$ cat src/rtl/up_pkg.sv
// Shared definitions for the 8-bit microprocessor datapath: widths, opcodes,
// register selects and the execute-stage state encoding.
package up_pkg;

   localparam int unsigned DEF_DATA_W = 8;
   localparam int unsigned DEF_SEL_W  = 2;
   localparam int unsigned DEF_OP_W   = 4;

   localparam logic [3:0] OP_ADD = 4'd0;
   localparam logic [3:0] OP_SUB = 4'd1;
   localparam logic [3:0] OP_AND = 4'd2;
   localparam logic [3:0] OP_OR  = 4'd3;
   localparam logic [3:0] OP_XOR = 4'd4;
   localparam logic [3:0] OP_SHL = 4'd5;
   localparam logic [3:0] OP_SHR = 4'd6;
   localparam logic [3:0] OP_MOV = 4'd7;
   localparam logic [3:0] OP_LDI = 4'd8;
   localparam logic [3:0] OP_MUL = 4'd9;
   localparam logic [3:0] OP_CMP = 4'd10;
   localparam logic [3:0] OP_NOP = 4'd15;

   localparam logic [1:0] SEL_0 = 2'd0;
   localparam logic [1:0] SEL_1 = 2'd1;
   localparam logic [1:0] SEL_2 = 2'd2;
   localparam logic [1:0] SEL_3 = 2'd3;

   typedef enum logic [1:0] {
      ST_IDLE = 2'd0,
      ST_MUL  = 2'd1,
      ST_WB   = 2'd2
   } state_t;

endpackage

$ cat src/rtl/up_exec_stage_if.sv
// Issue handshake from decode plus the register-file read/write ports
// driven by the execute stage.
interface up_exec_stage_if #(
   parameter int unsigned DATA_W = up_pkg::DEF_DATA_W,
   parameter int unsigned SEL_W  = up_pkg::DEF_SEL_W,
   parameter int unsigned OP_W   = up_pkg::DEF_OP_W
);
   logic              issue_valid;
   logic              issue_ready;
   logic [OP_W-1:0]   issue_op;
   logic [SEL_W-1:0]  issue_rd;
   logic [SEL_W-1:0]  issue_ra;
   logic [SEL_W-1:0]  issue_rb;
   logic [DATA_W-1:0] issue_imm;
   logic [SEL_W-1:0]  rd_sel_a;
   logic [SEL_W-1:0]  rd_sel_b;
   logic [DATA_W-1:0] rd_data_a;
   logic [DATA_W-1:0] rd_data_b;
   logic              wb_we;
   logic [SEL_W-1:0]  wb_sel;
   logic [DATA_W-1:0] wb_data;

   modport master (
      output issue_valid, issue_op, issue_rd, issue_ra, issue_rb, issue_imm,
      output rd_data_a, rd_data_b,
      input  issue_ready, rd_sel_a, rd_sel_b, wb_we, wb_sel, wb_data
   );

   modport slave (
      input  issue_valid, issue_op, issue_rd, issue_ra, issue_rb, issue_imm,
      input  rd_data_a, rd_data_b,
      output issue_ready, rd_sel_a, rd_sel_b, wb_we, wb_sel, wb_data
   );
endinterface

$ cat src/rtl/up_mul_seq.sv
// Sequential shift-add multiplier: bit 0 is folded in at start, the remaining
// DATA_W-1 bits one per cycle; done pulses once the product is final.
module up_mul_seq #(
   parameter int unsigned DATA_W = up_pkg::DEF_DATA_W
) (
   input  logic                  clk,
   input  logic                  nRst,
   input  logic                  start,
   input  logic [DATA_W-1:0]     a,
   input  logic [DATA_W-1:0]     b,
   output logic                  done,
   output logic [2*DATA_W-1:0]   product
);
   localparam int unsigned PROD_W = 2 * DATA_W;
   localparam int unsigned CNT_W  = $clog2(DATA_W) + 1;

   logic [PROD_W-1:0] mcand;
   logic [DATA_W-1:0] mplier;
   logic [CNT_W-1:0]  cnt;
   logic              run;

   always_ff @(posedge clk or negedge nRst) begin
      if (!nRst) begin
         product <= '0;
         mcand   <= '0;
         mplier  <= '0;
         cnt     <= '0;
         run     <= 1'b0;
         done    <= 1'b0;
      end else begin
         done <= 1'b0;
         if (start) begin
            product <= b[0] ? PROD_W'(a) : '0;
            mcand   <= PROD_W'(a) << 1;
            mplier  <= b >> 1;
            cnt     <= CNT_W'(DATA_W - 1);
            run     <= 1'b1;
         end else if (run) begin
            if (mplier[0]) product <= product + mcand;
            mcand  <= mcand << 1;
            mplier <= mplier >> 1;
            cnt    <= cnt - CNT_W'(1);
            if (cnt == CNT_W'(1)) begin
               run  <= 1'b0;
               done <= 1'b1;
            end
         end
      end
   end
endmodule

$ cat src/rtl/up_exec_stage.sv
// Execute/write-back stage: single-cycle ALU ops and an 8-cycle multiply,
// writing results back to the register file and holding Z/C/N flags.
module up_exec_stage
   import up_pkg::*;
#(
   parameter int unsigned DATA_W = DEF_DATA_W,
   parameter int unsigned SEL_W  = DEF_SEL_W,
   parameter int unsigned OP_W   = DEF_OP_W
) (
   input  logic            clk,
   input  logic            nRst,
   up_exec_stage_if.slave  bus,
   output logic            flag_z,
   output logic            flag_c,
   output logic            flag_n,
   output logic            busy
);
   state_t              state;
   logic [SEL_W-1:0]    rd_q;
   logic [DATA_W:0]     alu_c;
   logic                accept_c;
   logic                mul_start_c;
   logic                mul_done;
   logic [2*DATA_W-1:0] mul_prod;

   // Returns {carry/borrow, result}.
   function automatic logic [DATA_W:0] alu(input logic [OP_W-1:0]   op,
                                           input logic [DATA_W-1:0] a,
                                           input logic [DATA_W-1:0] b,
                                           input logic [DATA_W-1:0] imm);
      logic [DATA_W:0] r;
      r = '0;
      case (op)
         OP_W'(OP_ADD):                r = {1'b0, a} + {1'b0, b};
         OP_W'(OP_SUB), OP_W'(OP_CMP): r = {1'b0, a} - {1'b0, b};
         OP_W'(OP_AND):                r = {1'b0, a & b};
         OP_W'(OP_OR):                 r = {1'b0, a | b};
         OP_W'(OP_XOR):                r = {1'b0, a ^ b};
         OP_W'(OP_SHL):                r = {a, 1'b0};
         OP_W'(OP_SHR):                r = {a[0], 1'b0, a[DATA_W-1:1]};
         OP_W'(OP_MOV):                r = {1'b0, a};
         OP_W'(OP_LDI):                r = {1'b0, imm};
         default:                      r = '0;
      endcase
      return r;
   endfunction

   assign bus.rd_sel_a    = bus.issue_ra;
   assign bus.rd_sel_b    = bus.issue_rb;
   assign bus.issue_ready = (state == ST_IDLE);
   assign busy            = (state != ST_IDLE);

   assign alu_c       = alu(bus.issue_op, bus.rd_data_a, bus.rd_data_b, bus.issue_imm);
   assign accept_c    = bus.issue_valid && (state == ST_IDLE);
   assign mul_start_c = accept_c && (bus.issue_op == OP_W'(OP_MUL));

   up_mul_seq #(.DATA_W(DATA_W)) u_mul (
      .clk     (clk),
      .nRst    (nRst),
      .start   (mul_start_c),
      .a       (bus.rd_data_a),
      .b       (bus.rd_data_b),
      .done    (mul_done),
      .product (mul_prod)
   );

   // Results and flags are registered on entry to WB so wb_we is high for exactly the WB cycle.
   always_ff @(posedge clk or negedge nRst) begin
      if (!nRst) begin
         state       <= ST_IDLE;
         rd_q        <= '0;
         bus.wb_we   <= 1'b0;
         bus.wb_sel  <= SEL_W'(SEL_0);
         bus.wb_data <= '0;
         flag_z      <= 1'b0;
         flag_c      <= 1'b0;
         flag_n      <= 1'b0;
      end else begin
         case (state)
            ST_IDLE: begin
               bus.wb_we <= 1'b0;
               if (accept_c) begin
                  rd_q <= bus.issue_rd;
                  if (bus.issue_op == OP_W'(OP_MUL)) begin
                     state <= ST_MUL;
                  end else begin
                     state <= ST_WB;
                     if (bus.issue_op <= OP_W'(OP_CMP)) begin
                        flag_z <= (alu_c[DATA_W-1:0] == '0);
                        flag_c <= alu_c[DATA_W];
                        flag_n <= alu_c[DATA_W-1];
                     end
                     if (bus.issue_op < OP_W'(OP_MUL)) begin
                        bus.wb_we   <= 1'b1;
                        bus.wb_sel  <= bus.issue_rd;
                        bus.wb_data <= alu_c[DATA_W-1:0];
                     end
                  end
               end
            end
            ST_MUL: begin
               if (mul_done) begin
                  state       <= ST_WB;
                  bus.wb_we   <= 1'b1;
                  bus.wb_sel  <= rd_q;
                  bus.wb_data <= mul_prod[DATA_W-1:0];
                  flag_z      <= (mul_prod[DATA_W-1:0] == '0);
                  flag_c      <= (mul_prod[2*DATA_W-1:DATA_W] != '0);
                  flag_n      <= mul_prod[DATA_W-1];
               end
            end
            ST_WB: begin
               bus.wb_we <= 1'b0;
               state     <= ST_IDLE;
            end
            default: begin
               bus.wb_we <= 1'b0;
               state     <= ST_IDLE;
            end
         endcase
      end
   end
endmodule

$ cat src/flat_wrapper.sv
// flat-port wrapper written by rule: the top's interface ports become plain ports
module up_exec_stage_flat import up_pkg::*;
#(
   parameter int unsigned DATA_W = DEF_DATA_W,
   parameter int unsigned SEL_W  = DEF_SEL_W,
   parameter int unsigned OP_W   = DEF_OP_W
)
  (clk, nRst, flag_z, flag_c, flag_n, busy, bus_issue_valid, bus_issue_op, bus_issue_rd, bus_issue_ra, bus_issue_rb, bus_issue_imm, bus_rd_data_a, bus_rd_data_b, bus_issue_ready, bus_rd_sel_a, bus_rd_sel_b, bus_wb_we, bus_wb_sel, bus_wb_data);
  up_exec_stage_if #(.DATA_W(DATA_W), .SEL_W(SEL_W), .OP_W(OP_W)) bus_i ();
  input  logic clk;
  input  logic nRst;
  output logic flag_z;
  output logic flag_c;
  output logic flag_n;
  output logic busy;
  input wire logic [$bits(bus_i.issue_valid)-1:0] bus_issue_valid;
  input wire logic [$bits(bus_i.issue_op)-1:0] bus_issue_op;
  input wire logic [$bits(bus_i.issue_rd)-1:0] bus_issue_rd;
  input wire logic [$bits(bus_i.issue_ra)-1:0] bus_issue_ra;
  input wire logic [$bits(bus_i.issue_rb)-1:0] bus_issue_rb;
  input wire logic [$bits(bus_i.issue_imm)-1:0] bus_issue_imm;
  input wire logic [$bits(bus_i.rd_data_a)-1:0] bus_rd_data_a;
  input wire logic [$bits(bus_i.rd_data_b)-1:0] bus_rd_data_b;
  output wire logic [$bits(bus_i.issue_ready)-1:0] bus_issue_ready;
  output wire logic [$bits(bus_i.rd_sel_a)-1:0] bus_rd_sel_a;
  output wire logic [$bits(bus_i.rd_sel_b)-1:0] bus_rd_sel_b;
  output wire logic [$bits(bus_i.wb_we)-1:0] bus_wb_we;
  output wire logic [$bits(bus_i.wb_sel)-1:0] bus_wb_sel;
  output wire logic [$bits(bus_i.wb_data)-1:0] bus_wb_data;
  assign bus_i.issue_valid = bus_issue_valid;
  assign bus_i.issue_op = bus_issue_op;
  assign bus_i.issue_rd = bus_issue_rd;
  assign bus_i.issue_ra = bus_issue_ra;
  assign bus_i.issue_rb = bus_issue_rb;
  assign bus_i.issue_imm = bus_issue_imm;
  assign bus_i.rd_data_a = bus_rd_data_a;
  assign bus_i.rd_data_b = bus_rd_data_b;
  assign bus_issue_ready = bus_i.issue_ready;
  assign bus_rd_sel_a = bus_i.rd_sel_a;
  assign bus_rd_sel_b = bus_i.rd_sel_b;
  assign bus_wb_we = bus_i.wb_we;
  assign bus_wb_sel = bus_i.wb_sel;
  assign bus_wb_data = bus_i.wb_data;
  up_exec_stage #(.DATA_W(DATA_W), .SEL_W(SEL_W), .OP_W(OP_W)) u_core (.clk(clk), .nRst(nRst), .bus(bus_i), .flag_z(flag_z), .flag_c(flag_c), .flag_n(flag_n), .busy(busy));
endmodule
$ cat config.mk
export PLATFORM = sky130hd
export DESIGN_NAME = up_exec_stage_flat
export DESIGN_NICKNAME = d
export VERILOG_FILES = /design/src/rtl/up_pkg.sv /design/src/rtl/up_exec_stage_if.sv /design/src/rtl/up_mul_seq.sv /design/src/rtl/up_exec_stage.sv /design/src/flat_wrapper.sv
export SDC_FILE = /design/constraint.sdc
export NUM_CORES = 1
export LEC_CHECK = 0
export ABC_CLOCK_PERIOD_IN_PS = 2700
export BUFFER_PORTS_ARGS = -buffer_cell sky130_fd_sc_hd__buf_2
export CAP_MARGIN = 20
export CELL_PAD_IN_SITES_DETAIL_PLACEMENT = 1
export CELL_PAD_IN_SITES_GLOBAL_PLACEMENT = 1
export CORE_UTILIZATION = 45
export DETAILED_ROUTE_END_ITERATION = 16
export PLACE_DENSITY = 0.84
export SLEW_MARGIN = 20
export SYNTH_ARGS = -nofsm -noshare
export SYNTH_HDL_FRONTEND = slang
export SYNTH_SLANG_ARGS = --single-unit
$ cat constraint.sdc
create_clock -name clk -period 2.7 [get_ports clk]
set_input_delay 0.135 -clock clk [delete_from_list [all_inputs] [get_ports clk]]
set_output_delay 0.135 -clock clk [all_outputs]
set_load 0.05 [all_outputs]
## Word-level counts from Yosys, hierarchy flattened

Cells that the tools add are included.

- $add $sub $neg: 4
- Reductions and logical operators: 17
- Bitwise operators: 3
- Equality and inequality tests: 17
- Magnitude comparators: 2
- Multiplexer cells: 51

Operators by type and width:

| operator | count |
|---|---|
| case mux 9 bit (9 select lines) | 1 |
| 2-to-1 mux 16 bit | 5 |
| 2-to-1 mux 8 bit | 7 |
| 2-to-1 mux 1 bit | 22 |
| adder 16 bit | 1 |
| == test 4 x 3 -> 1 bit (second input constant) | 4 |
| zero test 8 bit | 2 |
| case mux 8 bit (2 select lines) | 1 |
| 2-to-1 mux 2 bit | 7 |
| == test 4 bit (second input constant) | 3 |
| AND reduction 5 bit | 2 |
| adder 8 x 8 -> 9 bit | 1 |
| subtractor 8 x 8 -> 9 bit | 1 |
| bitwise AND 8 bit | 1 |
| == test 4 x 1 -> 1 bit (second input constant) | 2 |
| == test 4 x 2 -> 1 bit (second input constant) | 2 |
| 2-to-1 mux 4 bit | 2 |
| OR 8 bit | 1 |
| case mux 1 bit (2 select lines) | 4 |
| case mux 2 bit (2 select lines) | 2 |
| nonzero test 2 bit | 4 |
| nonzero test 8 bit | 1 |
| XOR 8 bit | 1 |
| inequality test 2 x 1 -> 1 bit (second input constant) | 3 |
| 10 further kinds | 14 |

- Output and inout bits: 20
- Logic and storage cells: 108
- Bits in registers: 64

## Logic depth before layout (Yosys ltp)

Gate-level depths: netlist of run 1.

- Depth in word-level cells: 8
- Gate-level depth with buffers: 15
- Gate-level depth less buffers: 14

## Cells and area by module

A second synthesis of run 1 with hierarchy kept.

- Cells, all modules: 577
- Area, all modules: 5,048.6 µm²

By module, submodules not included:

| module | seq. area each (µm²) | times used | cells each | area each (µm²) |
|---|---|---|---|---|
| up_mul_seq | 1,101.1 | 1 | 280 | 2,626.3 |
| up_exec_stage | 450.4 | 1 | 297 | 2,422.3 |

## Worst setup path after synthesis of run 1

Ideal clock, no wire load.

- Path kind: input to register
- Start point: input bus_issue_op[0]
- End point: register u_core.flag_z
- Arrival: 2,921 ps
- Library setup time: 95 ps
- Stages on the path: 13
- Data required time: 2,605 ps
- Slack: -317 ps
- Cell sequence: buf_4 > nor2b_1 > nand2b_1 > a21oi_2 > mux2_2 > fa_1 > nand2b_1 > a21oi_1 > xor2_1 > a2111oi_2 > nor2b_1 > nand4_1 > o31ai_1

- Longest elaborated chain between the ends: 8
- Elaborated cells on any way between the ends: 22
- Those cells by class: 1 x order compare; 12 x eq/ne; 5 x mux; 4 x reduce/logical

Ends and longest elaborated chain:

| element | RTL line | source |
|---|---|---|
| start: declaration | flat_wrapper.sv:17 | `input wire logic [$bits(bus_i.issue_op)-1:0] bus_issue_op;` |
| == test 4 x 1 -> 1 bit / == test 4 bit (equally long branches) | up_exec_stage.sv:33 | `case (op)` |
| OR reduction 2 bit | up_exec_stage.sv:33 |  |
| case mux 9 bit (9 select lines) | up_exec_stage.sv:33 |  |
| zero test 8 bit | up_exec_stage.sv:89 | `flag_z <= (alu_c[DATA_W-1:0] == '0);` |
| 2-to-1 mux 1 bit | up_exec_stage.sv:88 | `if (bus.issue_op <= OP_W'(OP_CMP)) begin` |
| 2-to-1 mux 1 bit | up_exec_stage.sv:84 | `if (bus.issue_op == OP_W'(OP_MUL)) begin` |
| 2-to-1 mux 1 bit | up_exec_stage.sv:82 | `if (accept_c) begin` |
| case mux 1 bit (2 select lines) | up_exec_stage.sv:79 | `case (state)` |
| end signal: assignment | up_exec_stage.sv:89 |  |
| end signal: assignment | up_exec_stage.sv:107 | `flag_z <= (mul_prod[DATA_W-1:0] == '0);` |
| end: declaration | up_exec_stage.sv:13 | `output logic flag_z,` |

Parallel ways exist; a longest one is shown, timed or not. The select of a mux whose other input is x is not followed.
A chain may end at the register's enable or synchronous reset.

## Worst setup path after layout of run 1

- Start point: register u_core.u_mul.product[1]
- End point: register u_core.u_mul.product[15]

- Longest elaborated chain between the ends: 4

Ends and longest elaborated chain:

| element | RTL line | source |
|---|---|---|
| start: declaration | up_mul_seq.sv:12 | `output logic [2*DATA_W-1:0] product` |
| start signal: assignment | up_mul_seq.sv:33 | `product <= b[0] ? PROD_W'(a) : '0;` |
| start signal: assignment | up_mul_seq.sv:39 | `if (mplier[0]) product <= product + mcand;` |
| adder 16 bit | up_mul_seq.sv:39 |  |
| 2-to-1 mux 16 bit | up_mul_seq.sv:39 |  |
| 2-to-1 mux 16 bit | up_mul_seq.sv:38 | `end else if (run) begin` |
| 2-to-1 mux 16 bit | up_mul_seq.sv:32 | `if (start) begin` |

No other way between the ends. The select of a mux whose other input is x is not followed.

==> results.md, run 1 <==
* Initial Utilization at 0.4621
* Grt total ovfl at 0
* Flops & latches, synth at 62
* Max FO, Critical Path at 4
* Filler instances at 1334
* # diodes at 0
* Die Ht at 107.5 um
* Root Driver: clkbuf_8
* Clock-pin slew on the worst setup and hold paths at 0.07 ns
* Slew @ Worst Pin at 0.7120 ns
* Die W at 107.5 um
* EDFF count, synth at 0
* Vias in the first global route at 4901
* Setup CP Type: reg2reg
* Net count, final at 706
* Global route hottest layer: met2
* Clk_lat worst skew at 0.36 ns
* Tightest Hold Check Type: in2reg
* Setup WS pre-CTS at -0.1538 ns
* RSZ-0062 raised after global routing: no
* Crit path cell chain: ha_1, inv_1, fa_1, nor2b_4, o31a_4, nor4_4, o311ai_4, mux2i_1, or3_1, a21oi_1
* Site Rows at 38
* Max frequency at 0.3954 GHz
* Post-DP HPWL at 11860 um
* Layout cells sized above 1 at 0.1775
* Reg2reg setup slack at 0.17 ns
* Worst setup path startpoint: u_core.u_mul.product[1]
* Net Count, Synth at 657
* Met2 Use GR at 0.4647
* Die area at 11560 sq um
* Worst r2r dst: u_core.u_mul.product[15]
* Clock buffer count from CTS at 9
* Largest net degree at the start of global routing at 37
* M1 GR Usage at 0.3900
* Post-route setup slack at 0.1712 ns
* Hold Slack at 0.03967 ns
* Number of I/O pins at 57
* Async S/R FF share, synth at 1.000
* Maxcap violations at 0
* Sequential fraction of the synthesis area at 0.3097
* Cells after synthesis at 577
* Maximum vdd ir drop at 0.4315 mV
* DRT antenna net count at 0
* Leak at 2.676 nW
* Worst r2r path cells at 10
* Final WL at 15800 um
* First-pass iteration count of the detailed router at 4
* Remaining DRCs at 0
* R2r startpoint: u_core.u_mul.product[1]
* GPL Wtd Cong at 0.9622
* Max Slew Vio Count at 0
* Crit. End Element: flip-flop
* CTS tree: done
* Worst clock skew at 0.01048 ns
* Final setup viols at 0
* Crit path launch type: flip-flop
* Via count at 4721
* Crit path time final at 2.529 ns
* Final core occ at 0.5225
* Gr usage total at 0.2912
* Sink Count at 62
* Synth cell types at 71
* Syn avg cell area at 8.683 sq um
* Synth Warn # at 0
* Crit path DAT at 2.80 ns
* Critical path's slowest cell: fa_1
* Antenna violations before repair at 0
* Layout area overhead at 13.06%
* DR iter-0 viols at 313
* Predominant post-synthesis flop cell: dfrtp_1
* Worst Path Required at 2.98 ns
* Final hold violations at 0
* Core area at 10840 sq um
* Wire per inst at 20.49 um
* Met3 Use GR at 0.05630
* First-pass GRT wire length at 25600 um
* Total power at 4.809 mW
* Outcome: completed
* Vias per cell at 6.123
* CTS H-tree depth at 3
* Power Dens Cells at 849.0 nW/um^2
* Port-buffer cells at 48
* Slowest stage delay, CP at 0.44 ns
* Max clock buf depth at 2
* CP endpoint: u_core.u_mul.product[15]
* Post-Syn Area at 5010 sq um
* Slew HR at 0.5243
* Final Cycle Share at 0.9366
-- metal layers --
metal  wire, um  up-vias  part of all wire
li1           -     2166                 -
met1       7125     2364              0.45
met2       7558      157              0.48
met3        732       34             0.046
met4        380        0             0.024
met5          0        -                 0
-- critical path: cells and delay by family, from the launching register on --
family	cells	cell delay (ns)
adder cells (fa/ha/maj)	2	0.64
buffers and inverters	1	0.05
AO/OA/AOI/OAI	3	0.67
flip-flops	1	0.43
AND/OR/NAND/NOR	3	0.52
multiplexers	1	0.14
-- logic make-up (layout without fill, tap and decap cells) --
| family | Yosys count | in the layout | synth area share |
|---|---|---|---|
| compound gates | 168 | 168 | 0.2173 |
| simple gates | 181 | 181 | 0.1821 |
| fa+ha+maj | 43 | 43 | 0.1104 |
| xor+xnor | 20 | 20 | 0.03497 |
| buf+inv | 65 | 119 | 0.06569 |
| mux | 38 | 38 | 0.07992 |
| flops | 62 | 62 | 0.3097 |
-- flip-flops by register name, indices dropped and copies added, names as in the netlist --
register	cells
u_core.u_mul.done	1
u_core.flag_c	1
u_core.flag_n	1
u_core.flag_z	1
u_core.u_mul.cnt	4
u_core.u_mul.product	16
u_core.bus.wb_we	1
u_core.rd_q	2
u_core.u_mul.run	1
u_core.state	2
u_core.bus.wb_sel	2
u_core.u_mul.mplier	7
u_core.bus.wb_data	8
u_core.u_mul.mcand	15
-- placed cells by master (no fill, tap or decap), types with 9 or more instances in the layout --
master and instances:
nor2_1 40, nand3_1 13, mux2i_1 31, ha_1 41, a31oi_1 9, buf_2 48
inv_1 27, o21ai_0 41, nor2b_1 10, dfrtp_1 62, a21oi_1 43, o21ai_1 12
buf_4 25, xnor2_1 15, clkbuf_8 13, nand2_1 59
-- area by class of cell --
class	instances	area (sq um)	area share
Sequential cell	62	1551	0.2739
Tap cell	140	175.2	0.03093
Timing Repair Buffer	74	437.9	0.07731
Clock inverter	2	37.54	0.006627
Inverter	29	108.9	0.01922
Clock buffer	14	182.7	0.03225
Multi-Input combinational cell	450	3171	0.5598
-- what timing repair did --
action                                 CTS  global route
hold buffers                             1             0
buffers inserted                         0             0
gates resized for setup                  0             1
endpoints found under the hold margin   62             0
setup endpoints to repair                0             1
-- worst min-delay path by stage --
stage,depth (start not counted),end,from
global route,2,u_core.rd_q[1],bus_issue_rd[1]
global placement,2,u_core.u_mul.mcand[14],nRst
finish,2,u_core.rd_q[0],bus_issue_rd[0]
CTS,2,u_core.rd_q[0],bus_issue_rd[0]
floorplan,0,u_core.bus.wb_data[0],nRst
detailed placement,2,u_core.u_mul.mcand[13],nRst
-- synthesized netlist by cell type, types with 4 or more instances --
cell       n  share of area
dfrtp_1   62           0.31
nand2_1   59          0.044
a21oi_1   44          0.044
ha_1      41           0.10
o21ai_0   41          0.041
nor2_1    40          0.030
mux2i_1   31          0.062
inv_1     27          0.020
xnor2_1   15          0.026
nand3_1   13          0.013
clkbuf_1  12         0.0090
o21ai_1   12          0.012
nor2b_1   11          0.014
buf_2     10          0.010
a31oi_1    9          0.011
a211oi_1   8          0.012
a21o_1     8          0.012
nand2b_1   8          0.010
nand3b_1   7          0.010
nor3_1     7         0.0070
nor3b_1    7          0.010
nand4_1    6         0.0075
nor4_1     6         0.0075
o21a_1     6         0.0090
buf_4      5         0.0075
buf_6      5          0.011
xor2_1     5         0.0087
a32oi_1    4         0.0070
mux2_2     4         0.0090
o31ai_1    4         0.0060
-- through the flow --
stage          instance area [sq um]  instances  setup TNS (ns)
3_3_place_gp                    5425        754               0
2_1_floorplan                   5045        577               0
4_1_cts                         5655        771               0
5_1_grt                         5664        771               0
6_report                        5664        771               0
3_5_place_dp                    5425        754         -0.2966
-- power by group --
part | total [mW] | internal [mW] | switching, mW
combinational | 2.32 | 0.906 | 1.41
clock | 0.911 | 0.528 | 0.383
sequential | 1.58 | 1.25 | 0.326
Note: power is estimated with default switching activity, not from simulation.
==> run 2, diff against run 1 <==
--- a/config.mk
+++ b/config.mk
@@ -5,7 +5,7 @@
 export SDC_FILE = /design/constraint.sdc
 export NUM_CORES = 1
 export LEC_CHECK = 0
-export ABC_CLOCK_PERIOD_IN_PS = 2700
+export ABC_CLOCK_PERIOD_IN_PS = 2900
 export BUFFER_PORTS_ARGS = -buffer_cell sky130_fd_sc_hd__buf_2
 export CAP_MARGIN = 20
 export CELL_PAD_IN_SITES_DETAIL_PLACEMENT = 1
==> constraint.sdc (replaced) <==
create_clock -name clk -period 2.9 [get_ports clk]
set_input_delay 0.145 -clock clk [delete_from_list [all_inputs] [get_ports clk]]
set_output_delay 0.145 -clock clk [all_outputs]
set_load 0.05 [all_outputs]
==> run 2 against run 1 <==
Power fell by 9.6%; die area unchanged; final area fell by 1.5%; clock-buffer cell count down 5; utilization fell by 0.81 points; sequential share of layout area rose by 0.43 points.
==> results.md, run 2 (synthesis results as in run 1) <==
* Outcome: completed
* Comb pwr share at 0.485
* Grt total ovfl at 0
* Tightest Hold Check Type: in2reg
* Max Slew Vio Count at 0
* Commonest cells after routing, fill and taps aside: dfrtp_1 (62), nand2_1 (59), buf_2 (48)
* First-pass iteration count of the detailed router at 5
* Resized Gates After CTS at 0
* Clock buffer count from CTS at 9
* Clk_lat worst skew at 0.36 ns
* Power share of the clock group at 0.185
* Maximum vdd ir drop at 0.3677 mV
* Net count, final at 700
* Dpl cells at 748
* Layout area overhead at 11.31%
* Reg with most FFs: u_core.u_mul.product
* Final setup viols at 0
* Wire per inst at 19.25 um
* Flop pwr share at 0.331
* Site Rows at 38
* Die area at 11560 sq um
* GPL Wtd Cong at 0.9236
* Largest net degree at the start of global routing at 43
* Final Cycle Share at 0.9066
* Most common cell after layout, fill and taps aside: dfrtp_1
* Hold depth at 2
* Vias in the first global route at 4729
* Cell-internal power at 2.389 mW
* Worst r2r path cells at 10
* Power Dens Cells at 779.2 nW/um^2
* Crit. End Element: flip-flop
* Sink Count at 62
* DRT antenna net count at 0
* Final hold violations at 0
* Layout cells sized above 1 at 0.1664
* CTS H-tree depth at 3
* Max FO, Critical Path at 4
* Slew HR at 0.3590
* CTS tree: done
* Crit path launch type: input port
* Top Registers: u_core.u_mul.product x16, u_core.u_mul.mcand x15, u_core.bus.wb_data x8
* First-pass GRT wire length at 24010 um
* Max clock buf depth at 2
* Max frequency at 0.3804 GHz
* Final WL at 14730 um
* Root Driver: clkbuf_8
* Worst Path Required at 3.17 ns
* Die Ht at 107.5 um
* Antenna violations before repair at 0
* Crit path time final at 2.629 ns
* Remaining DRCs at 0
* Clock-pin slew on the worst setup and hold paths at 0.08 ns
* Sw Ratio at 0.4502
* Slew @ Worst Pin at 0.9614 ns
* Port-buffer cells at 48
* Core area at 10840 sq um
* Setup CP Type: in2reg
* Initial Utilization at 0.4621
* Final Non-Filler Cells at 765
* Number of I/O pins at 57
* DR iter-0 viols at 262
* Max reg flops at 16
* RSZ-0062 raised after global routing: no
* Total power at 4.345 mW
* Vias per cell at 6.009
* Sw power at 1.956 mW
* Setup TNS after final layout at 0 ns
* # diodes at 0
* Gr usage total at 0.2712
* Reg2reg setup slack at 0.38 ns
* Leak at 2.625 nW
* Die W at 107.5 um
* Worst clock skew at 0.008859 ns
* Maxcap violations at 0
* Post-DP HPWL at 11300 um
* Crit path DAT at 2.89 ns
* Via count at 4597
run 2: power groups by stage:
stage / clock network, mW / registers, mW / logic [mW]
2_1_floorplan: 0 / 1.56 / 1.45
3_3_place_gp: 0 / 1.43 / 1.97
3_5_place_dp: 0 / 1.45 / 2.09
4_1_cts: 0.823 / 1.43 / 2.11
5_1_grt: 0.854 / 1.48 / 2.33
6_report: 0.802 / 1.44 / 2.11
run 2: path summary, 6_finish.rpt:
check,from,end
min,bus_issue_rd[0],u_core.rd_q[0]
max,bus_issue_op[0],u_core.flag_z
max in group asynchronous,nRst,u_core.u_mul.mcand[5]
min reg2reg,u_core.bus.wb_data[0],u_core.bus.wb_data[0]
min in group asynchronous,nRst,u_core.u_mul.mcand[15]
max reg2reg,u_core.u_mul.product[1],u_core.u_mul.product[15]
run 2: repair_timing:
action | CTS | global route
buffers inserted | 0 | 0
hold buffers | 1 | 0
setup endpoints to repair | 0 | 0
endpoints found under the hold margin | 41 | 0
run 2: critical path, cell delays in order:
cell and delay, ns:
buf_2 0.12, nand3b_1 0.22, a21oi_4 0.23, mux2_4 0.33, fa_1 0.42, nand2b_1 0.18
a21oi_1 0.16, xor2_1 0.10, a2111oi_2 0.48, nor2b_1 0.18, nand4_1 0.11, o31ai_1 0.21
run 2: metrics by stage:
stage               setup slack (ns)  cell area (sq um)  utilization  hold slack, ns
floorplan                    0.03682               5024            -         -0.1506
global placement             0.02210               5361       0.4946          0.2906
detailed placement          -0.06313               5361       0.4946          0.2906
CTS                           0.3050               5577       0.5144         0.03139
global route                  0.1437               5577       0.5144         0.03445
finish                        0.2708               5577       0.5144         0.04156
run 2: area by class of cell:
type | instances | area [sq um]
clock inverter | 7 | 81.33
tap | 140 | 175.2
inverter | 29 | 108.9
fill | 1330 | 5264
clock buffer | 9 | 123.9
timing repair buffer | 68 | 392.9
multi-input combinational | 450 | 3143
sequential | 62 | 1551
run 2: routing by layer:
layer,vias up,track usage,part of all wire
li1,2159,-,-
met1,2307,0.3717,0.47
met2,107,0.4286,0.47
met3,24,0.04479,0.039
met4,0,0.09980,0.018
met5,-,0,0
==> run 3, diff against run 2 <==
--- a/config.mk
+++ b/config.mk
@@ -10,6 +10,7 @@
 export CAP_MARGIN = 20
 export CELL_PAD_IN_SITES_DETAIL_PLACEMENT = 1
 export CELL_PAD_IN_SITES_GLOBAL_PLACEMENT = 1
+export CORE_MARGIN = 5
 export CORE_UTILIZATION = 45
 export DETAILED_ROUTE_END_ITERATION = 16
 export PLACE_DENSITY = 0.84
==> run 3 against run 2 <==
Clock skew is 0.0048 ns higher; highest routed layer unchanged; largest cell class unchanged; sequential cell count stayed put; fmax down 2.1%; final cell count rose by 0.13%; first-iteration DRC count increased by 24%; critical path type unchanged; critical path depth unchanged.
==> results.md, run 3 (synthesis results as in run 1) <==
* Outcome: completed
* Port-buffer cells at 48
* Worst Path Required at 3.16 ns
* Power share of the clock group at 0.200
* Sink Count at 62
* First-pass iteration count of the detailed router at 7
* Max reg flops at 16
* Final hold violations at 0
* Cell-internal power at 2.520 mW
* Clk_lat worst skew at 0.35 ns
* CTS H-tree depth at 3
* Setup CP Type: in2reg
* Power Dens Cells at 793.8 nW/um^2
* CTS tree: done
* Die Ht at 115.5 um
* Slew HR at 0.4737
* Hold Slack at 0.05116 ns
* Max FO, Critical Path at 4
* Post-DP HPWL at 11750 um
* Cell area after layout at 5624 sq um
* Number of I/O pins at 57
* Crit path DAT at 2.94 ns
* Worst r2r path cells at 10
* Layout area overhead at 12.26%
* # diodes at 0
* Global route hottest layer: met2
* R2r startpoint: u_core.u_mul.product[1]
* Met2 Use GR at 0.3897
* Reg with most FFs: u_core.u_mul.product
* Site Rows at 38
* Max Slew Vio Count at 0
* Commonest cells after routing, fill and taps aside: dfrtp_1 (62), nand2_1 (59), buf_2 (48)
* Total power at 4.465 mW
* Largest net degree at the start of global routing at 43
* M1 GR Usage at 0.3363
* Comb pwr share at 0.476
* Clock buffer count from CTS at 9
* CP endpoint: u_core.flag_z
* First-pass GRT wire length at 25500 um
* Leak at 2.647 nW
* Net count, final at 701
* Antenna violations before repair at 0
* Crit path time final at 2.685 ns
* Core area at 10890 sq um
* Sw Ratio at 0.4354
* Flop pwr share at 0.324
* Crit. End Element: flip-flop
* Layout cells sized above 1 at 0.1677
* Die W at 115.5 um
* Reg2reg setup slack at 0.30 ns
* Via count at 4624
* Register area at 1551 sq um
* Final Cycle Share at 0.9257
* Wire per inst at 20.26 um
* Max clock buf depth at 2
* Tightest Hold Check Type: in2reg
* GPL Wtd Cong at 0.9549
* Resized Gates After CTS at 0
* Remaining DRCs at 0
* Crit path launch type: input port
* Area of the multi-input gates at 3143 sq um
* Slew @ Worst Pin at 0.7890 ns
* Worst clock skew at 0.01368 ns
* Vias per cell at 6.037
* Met3 Use GR at 0.03812
* Initial Utilization at 0.4601
* Grt total ovfl at 0
* Clock-pin slew on the worst setup and hold paths at 0.08 ns
* Final WL at 15520 um
* Sw power at 1.944 mW
* Max frequency at 0.3725 GHz
* Vias in the first global route at 4876
* Maximum vdd ir drop at 0.4348 mV
* DRT antenna net count at 0
* Worst r2r dst: u_core.u_mul.product[15]
* Maxcap violations at 0
* Dpl cells at 749
* Worst setup path startpoint: bus_issue_op[0]
* Most common cell after layout, fill and taps aside: dfrtp_1
* Gr usage total at 0.2432
* Final Non-Filler Cells at 766
* DR iter-0 viols at 326
* Placed Area at 5381 sq um
* RSZ-0062 raised after global routing: no
* Final setup viols at 0
* Top Registers: u_core.u_mul.product x16, u_core.u_mul.mcand x15, u_core.bus.wb_data x8
* Root Driver: clkbuf_8
* Die area at 13340 sq um
* Filler instances at 1350
run 3: cell count changes in the layout (fill, tap and decap cells not counted), sizes merged:
| cell | change |
|---|---|
| bufinv | +1 |
| clkbuf | +2 |
| inv | -2 |
| buf | +1 |
| clkinv | -1 |
run 3: final cells by class:
type	instances	share of cell area
Clock buffer	11	0.02692
Clock inverter	5	0.01446
Inverter	29	0.01935
Multi-Input combinational cell	450	0.5588
Sequential cell	62	0.2759
Tap cell	140	0.03115
Timing Repair Buffer	69	0.07341
run 3: metrics by stage:
stage	TNS [ns]	setup slack [ns]	utilization
after CTS	0	0.2587	0.5165
after floorplan	0	0.03682	-
after global routing	0	0.07682	0.5165
after global placement	0	0.01901	0.4943
final	0	0.2155	0.5165
after detailed placement	-0.1198	-0.09443	0.4943
run 3: repair_timing:
item                                    4_1_cts  5_1_grt
endpoints found under the hold margin        20        0
endpoints found under the setup margin        0        0
setup buffers                                 0        0
hold buffers                                  1        0
run 3: critical path, stage by stage:
cell       delay [ns]
buf_2            0.12
nand3b_1         0.22
a21oi_4          0.24
mux2_4           0.33
fa_1             0.42
nand2b_1         0.19
a21oi_1          0.20
xor2_1           0.11
a2111oi_2        0.46
nor2b_1          0.20
nand4_1          0.11
o31ai_1          0.20
run 3: routing by layer:
metal	part of all wire	vias to the layer above	routed length [um]
met2	0.47	142	7225
li1	-	2159	-
met4	0.023	0	359
met5	0	-	0
met3	0.046	33	713
met1	0.47	2290	7221
run 3: power by group through the flow:
stage / registers, mW / clock network, mW / logic, mW
6_report: 1.45 / 0.891 / 2.13
4_1_cts: 1.44 / 0.910 / 2.12
3_5_place_dp: 1.45 / 0 / 2.10
5_1_grt: 1.49 / 0.959 / 2.33
3_3_place_gp: 1.43 / 0 / 1.98
2_1_floorplan: 1.56 / 0 / 1.45
run 3: how the worst min path moves through the flow:
stage                          from                     end  slack [ns]  cells after the start
floorplan                      nRst   u_core.bus.wb_data[0]       -0.15                      0
global placement               nRst  u_core.u_mul.mcand[15]        0.12                      1
detailed placement             nRst  u_core.u_mul.mcand[15]        0.14                      1
CTS                 bus_issue_rd[1]          u_core.rd_q[1]        0.04                      2
global route        bus_issue_rd[1]          u_core.rd_q[1]        0.05                      2
finish              bus_issue_rd[0]          u_core.rd_q[0]        0.05                      2
